$ cat src/rtl/mips_pkg.sv
// Shared MIPS core definitions: control-word layout, bubble encoding and the
// primary opcodes that the control decoder and the pipeline registers agree on.
package mips_pkg;

  localparam int CTRL_W = 9;

  // Bit positions inside the EXE_MEM_WB control word.
  localparam int CTRL_REGDST   = 8;
  localparam int CTRL_ALUOP_HI = 7;
  localparam int CTRL_ALUOP_LO = 6;
  localparam int CTRL_ALUSRC   = 5;
  localparam int CTRL_BRANCH   = 4;
  localparam int CTRL_MEMREAD  = 3;
  localparam int CTRL_MEMWRITE = 2;
  localparam int CTRL_REGWRITE = 1;
  localparam int CTRL_MEMTOREG = 0;

  localparam logic [CTRL_W-1:0] CTRL_BUBBLE = '0;

  typedef enum logic [5:0] {
    OP_RTYPE = 6'h00,
    OP_BEQ   = 6'h04,
    OP_ADDI  = 6'h08,
    OP_LW    = 6'h23,
    OP_SW    = 6'h2B
  } opcode_e;

endpackage

$ cat src/rtl/hazard_detect.sv
// Load-use hazard detector: compares the load sitting in EX against the
// source registers of the instruction in ID. Purely combinational.
module hazard_detect #(
  parameter int REG_ADDR_W = 5
) (
  input  logic                  ex_valid_i,
  input  logic                  ex_mem_read_i,
  input  logic [REG_ADDR_W-1:0] ex_rt_i,
  input  logic                  id_valid_i,
  input  logic                  id_regdst_i,
  input  logic                  id_mem_write_i,
  input  logic                  id_branch_i,
  input  logic [REG_ADDR_W-1:0] id_rs_i,
  input  logic [REG_ADDR_W-1:0] id_rt_i,
  output logic                  hazard_o
);

  logic src_rt;
  logic rs_match;
  logic rt_match;

  // rt is a read operand for R-type, stores and branches; for I-type ALU ops
  // and loads it is the destination, so matching it would be a false stall.
  assign src_rt   = id_regdst_i | id_mem_write_i | id_branch_i;
  assign rs_match = (ex_rt_i == id_rs_i);
  assign rt_match = src_rt & (ex_rt_i == id_rt_i);

  // $zero never carries a real dependency.
  assign hazard_o = ex_valid_i & ex_mem_read_i & (ex_rt_i != '0) &
                    id_valid_i & (rs_match | rt_match);

endmodule

$ cat src/rtl/id_ex_stage.sv
// ID/EX pipeline register with load-use stall and bubble insertion.
// Optional saturating stall counter enabled by defining IDEX_STALL_CNT_EN.
module id_ex_stage
  import mips_pkg::*;
#(
  parameter int DATA_W     = 32,
  parameter int REG_ADDR_W = 5,
  parameter int CTRL_W     = mips_pkg::CTRL_W,
  parameter int CNT_W      = 32
) (
  input  logic                  clk,
  input  logic                  rst,
  input  logic [CTRL_W-1:0]     inControl,
  input  logic                  inValid,
  input  logic                  inFlush,
  input  logic [DATA_W-1:0]     inPC,
  input  logic [DATA_W-1:0]     inRegA,
  input  logic [DATA_W-1:0]     inRegB,
  input  logic [DATA_W-1:0]     inImm,
  input  logic [REG_ADDR_W-1:0] inRs,
  input  logic [REG_ADDR_W-1:0] inRt,
  input  logic [REG_ADDR_W-1:0] inRd,
  output logic                  outStall,
  output logic [CTRL_W-1:0]     outControl,
  output logic                  outValid,
  output logic [DATA_W-1:0]     outPC,
  output logic [DATA_W-1:0]     outRegA,
  output logic [DATA_W-1:0]     outRegB,
  output logic [DATA_W-1:0]     outImm,
  output logic [REG_ADDR_W-1:0] outRs,
  output logic [REG_ADDR_W-1:0] outRt,
  output logic [REG_ADDR_W-1:0] outRd
`ifdef IDEX_STALL_CNT_EN
  ,
  output logic [CNT_W-1:0]      outStallCount
`endif
);

  logic [CTRL_W-1:0]     ctrl_q, ctrl_d;
  logic                  valid_q, valid_d;
  logic                  capture;
  logic                  hazard;
  logic [DATA_W-1:0]     pc_q, rega_q, regb_q, imm_q;
  logic [REG_ADDR_W-1:0] rs_q, rt_q, rd_q;

  hazard_detect #(
    .REG_ADDR_W (REG_ADDR_W)
  ) u_hazard_detect (
    .ex_valid_i     (valid_q),
    .ex_mem_read_i  (ctrl_q[CTRL_MEMREAD]),
    .ex_rt_i        (rt_q),
    .id_valid_i     (inValid),
    .id_regdst_i    (inControl[CTRL_REGDST]),
    .id_mem_write_i (inControl[CTRL_MEMWRITE]),
    .id_branch_i    (inControl[CTRL_BRANCH]),
    .id_rs_i        (inRs),
    .id_rt_i        (inRt),
    .hazard_o       (hazard)
  );

  // A flush already squashes the ID instruction, so there is nothing to hold.
  assign outStall = hazard & ~inFlush;

  always_comb begin
    // NOTE: every always_comb output gets a default first so no path can
    // leave it unassigned and infer a latch.
    ctrl_d  = CTRL_BUBBLE;
    valid_d = 1'b0;
    capture = 1'b0;
    if (!inFlush && !hazard && inValid) begin
      ctrl_d  = inControl;
      valid_d = 1'b1;
      capture = 1'b1;
    end
  end

  // Bubbles only touch control and valid; data fields hold to avoid toggling.
  always_ff @(posedge clk or negedge rst) begin
    // NOTE: the reset state of every field is visible on the outputs, so the
    // data registers are reset too rather than left uninitialised.
    if (!rst) begin
      ctrl_q  <= CTRL_BUBBLE;
      valid_q <= 1'b0;
      pc_q    <= '0;
      rega_q  <= '0;
      regb_q  <= '0;
      imm_q   <= '0;
      rs_q    <= '0;
      rt_q    <= '0;
      rd_q    <= '0;
    end else begin
      // NOTE: state is updated with non-blocking assignments so every
      // register samples the pre-edge values regardless of statement order.
      ctrl_q  <= ctrl_d;
      valid_q <= valid_d;
      if (capture) begin
        pc_q   <= inPC;
        rega_q <= inRegA;
        regb_q <= inRegB;
        imm_q  <= inImm;
        rs_q   <= inRs;
        rt_q   <= inRt;
        rd_q   <= inRd;
      end
    end
  end

  assign outControl = ctrl_q;
  assign outValid   = valid_q;
  assign outPC      = pc_q;
  assign outRegA    = rega_q;
  assign outRegB    = regb_q;
  assign outImm     = imm_q;
  assign outRs      = rs_q;
  assign outRt      = rt_q;
  assign outRd      = rd_q;

`ifdef IDEX_STALL_CNT_EN
  logic [CNT_W-1:0] stall_cnt_q, stall_cnt_d;

  // Counts hazard bubbles only; saturates instead of wrapping.
  always_comb begin
    stall_cnt_d = stall_cnt_q;
    if (outStall && (stall_cnt_q != '1)) begin
      stall_cnt_d = stall_cnt_q + 1'b1;
    end
  end

  always_ff @(posedge clk or negedge rst) begin
    if (!rst) begin
      stall_cnt_q <= '0;
    end else begin
      stall_cnt_q <= stall_cnt_d;
    end
  end

  assign outStallCount = stall_cnt_q;
`endif

endmodule

$ cat config.mk
export PLATFORM = sky130hd
export DESIGN_NAME = id_ex_stage
export DESIGN_NICKNAME = d
export VERILOG_FILES = /design/src/rtl/mips_pkg.sv /design/src/rtl/hazard_detect.sv /design/src/rtl/id_ex_stage.sv
export SDC_FILE = /design/constraint.sdc
export NUM_CORES = 1
export LEC_CHECK = 0
export CAP_MARGIN = 20
export CORE_MARGIN = 2
export CORE_UTILIZATION = 39
export CTS_CLUSTER_SIZE = 28
export DETAILED_ROUTE_END_ITERATION = 6
export PLACE_DENSITY = 0.9
export SKIP_CTS_REPAIR_TIMING = 1
export SLEW_MARGIN = 10
export SYNTH_ARGS = -nofsm -noshare
export SYNTH_HDL_FRONTEND = slang
export SYNTH_SLANG_ARGS = --single-unit
$ cat constraint.sdc
create_clock -name clk -period 2 [get_ports clk]
set_input_delay 0.2 -clock clk [delete_from_list [all_inputs] [get_ports clk]]
set_output_delay 0.2 -clock clk [all_outputs]
set_load 0.01 [all_outputs]
==> flow_summary.toml <==
[timing]
slew_violations = 0
rsz0062_at_grt = "yes"
setup_violations = 1
worst_slew_pin_slew_ns = 0.451
hold_viol = 0
min_period_over_period = 1.00
worst_slack_ns = -0.000770
clock-skew-final_ns = 0.00461
slew_headroom = 0.699
timing.fmax_ghz = 0.500
layout_min_cycle_time_ns = 2.00

[yosys]
synth_enable_flop_cells = 0
yosysUniqueCellTypes = 17
synth_area_leaders = "dfrtp_1, mux2_2, mux2_1, xnor2_1, buf_4"
yosys_warnings = 0
synth_cells = 345
yosys-top-cells-count = "dfrtp_1, mux2_2, mux2_1, xnor2_1"
synth-seq-cells = 153
yosysTopAreaCell = "dfrtp_1"
synthFlopType = "dfrtp_1"
yosysSeqAreaShare = 0.663
yosysMostFrequentCell = "dfrtp_1"
ys_async_sr_fraction = 1.00
synthesis.area_um2 = 5770
synth_nets = 501
syn_avg_cell_area_um2 = 16.7
synth.top_cell.area_share = 0.663

[clock_tree]
cts_max_level = 4
cts_buffer_depth = 2
path_clk_slew_ns = 0.06
cts_tree = "done"
numCtsBuffers = 17
clk_latency_ns = 0.41
cts_sinks = 153
clock-root-buffer = "clkbuf_16"

[placement]
dp_hpwl_um = 12400
place_congestion = 0.902
place_area_um2 = 9180
io_buffers = 309
pre_cts_ws_ns = -0.151

[critical_path]
cp.required_ns = 2.29
critPathArrivalTime_ns = 2.29
critical_path_class = "reg -> reg"
rrSetupSlack_ns = -0.0008
cp-end-kind = "flop"
start_kind = "flop"
path_max_fanout = 32

[floorplanning]
dieArea_um2 = 15800
die_w_um = 126
start_util = 0.399
core-area_um2 = 14500
die_y_um = 126
pin_count = 310
std_cell_rows = 44

[final_layout]
design_area_um2 = 9850
area_growth_pct = 70.7
antenna_cells = 0
drive_above_1_share = 0.202
nNetsFinal = 829

[drt]
wl_met1_um = 5660
highest_layer = "met4"
dr.pass1.iters = 4
drtIter0Drc = 95
via_count = 4166
drcViolationCount = 0
wl_met2_um = 8730
routed_via_density = 4.81
wirelength_um = 16200
wire_per_inst_um = 18.7
dr_wl_met3_um = 1220
ant_nets = 0

[run]
max_cap_violations = 0

[pwr]
p_switching_mw = 2.20
intPower_mw = 7.08
p_per_area_nw_per_um2 = 941
combPwrFrac = 0.231
total_power_mw = 9.28
peakVddDrop_uv = 509
p_leak_nw = 4.08
p_seq_frac = 0.409
p_clk_frac = 0.360
p_sw_frac = 0.237

[grt]
grt_overflow = 0
grt_start_max_net_pins = 48
grt_pass1_wl_um = 25600
groute.usage.overall = 0.209
antenna_found_initial = 0
grt_pass1_vias = 4723

[status]
status = "finished, violations left"
violations = "setup timing"

[hold_path]
min_path_type = "in -> async"
-- flip-flops by register name, indices dropped and copies added, names as in the netlist --
signal	cells
outControl	9
outRegA	32
outPC	32
outRegB	32
outImm	32
outValid	1
outRt	5
outRd	5
outRs	5
-- layout make-up --
class | count | area [µm²]
flip-flops and latches | 153 | 3830
fillers | 994 | 4620
repair buffers | 326 | 3320
clock buffers | 21 | 470
well taps | 184 | 230
clock inverters | 8 | 145
multi-input cells | 175 | 1860
-- critical path: stages, from the launching register on --
cell	delay [ns]
dfrtp_2	0.45
xnor2_2	0.17
nand3_1	0.11
o22ai_2	0.09
buf_4	0.15
a21oi_4	0.15
buf_12	0.18
buf_16	0.20
mux2_2	0.36
-- metrics by stage --
step                      utilization  hold WS (ns)    TNS, ns  cells
after global routing            0.681         0.318      -3.96    867
after detailed placement        0.634         0.166     -14.02    836
after CTS                       0.676        -0.276     -0.372    865
after floorplan                     -       -0.0956          0    345
after global placement          0.634         0.160      -9.31    836
final                           0.681         0.298  -0.000770    867
-- power groups by stage --
stage | Sequential (mW) | Combinational (mW) | Clock, mW
2_1_floorplan | 4.01 | 0.486 | 0
3_3_place_gp | 3.81 | 2.08 | 0
3_5_place_dp | 3.84 | 2.14 | 0
4_1_cts | 3.79 | 2.15 | 3.43
5_1_grt | 3.85 | 2.27 | 3.58
6_report | 3.79 | 2.14 | 3.34
-- layer usage --
layer,GRT usage,vias up
met5,0,-
met4,0.101,0
met3,0.0705,37
met2,0.372,200
met1,0.222,2073
li1,-,1856
-- logic make-up (layout without fill, tap and decap cells) --
group	count (synthesis)	in the layout	synth area share
flip-flops	153	153	0.663
multiplexers	143	143	0.279
AND/OR/NAND/NOR	18	18	0.0171
buffers and inverters	17	355	0.0182
XOR/XNOR	10	10	0.0152
AO/OA/AOI/OAI	4	4	0.00715
-- path summary, 6_finish.rpt --
kind	from	cells after the start	end
max	outRt[4]$_DFFE_PN0P_	8	outPC[21]$_DFFE_PN0P_
min	rst	2	outRegA[8]$_DFFE_PN0P_
max reg2reg	outRt[4]$_DFFE_PN0P_	8	outPC[21]$_DFFE_PN0P_
min reg2reg	outRegA[10]$_DFFE_PN0P_	1	outRegA[10]$_DFFE_PN0P_
max in group asynchronous	rst	3	outRt[2]$_DFFE_PN0P_
min in group clk	inControl[1]	2	outControl[1]$_DFF_PN0_
-- cell usage in the layout (no fill, tap or decap), drive strengths merged, types with 2 or more instances in the layout --
cell	synthesis	routed
and2	9	9
a21oi	2	2
nand3	2	2
nand2	2	2
clkbuf	0	21
buf	17	17
clkinv	0	2
clkinvlp	0	2
mux2	143	143
bufinv	0	4
dfrtp	153	153
nor2	2	2
clkdlybuf4s50	0	307
xnor2	10	10
Note: power is estimated with default switching activity, not from simulation.
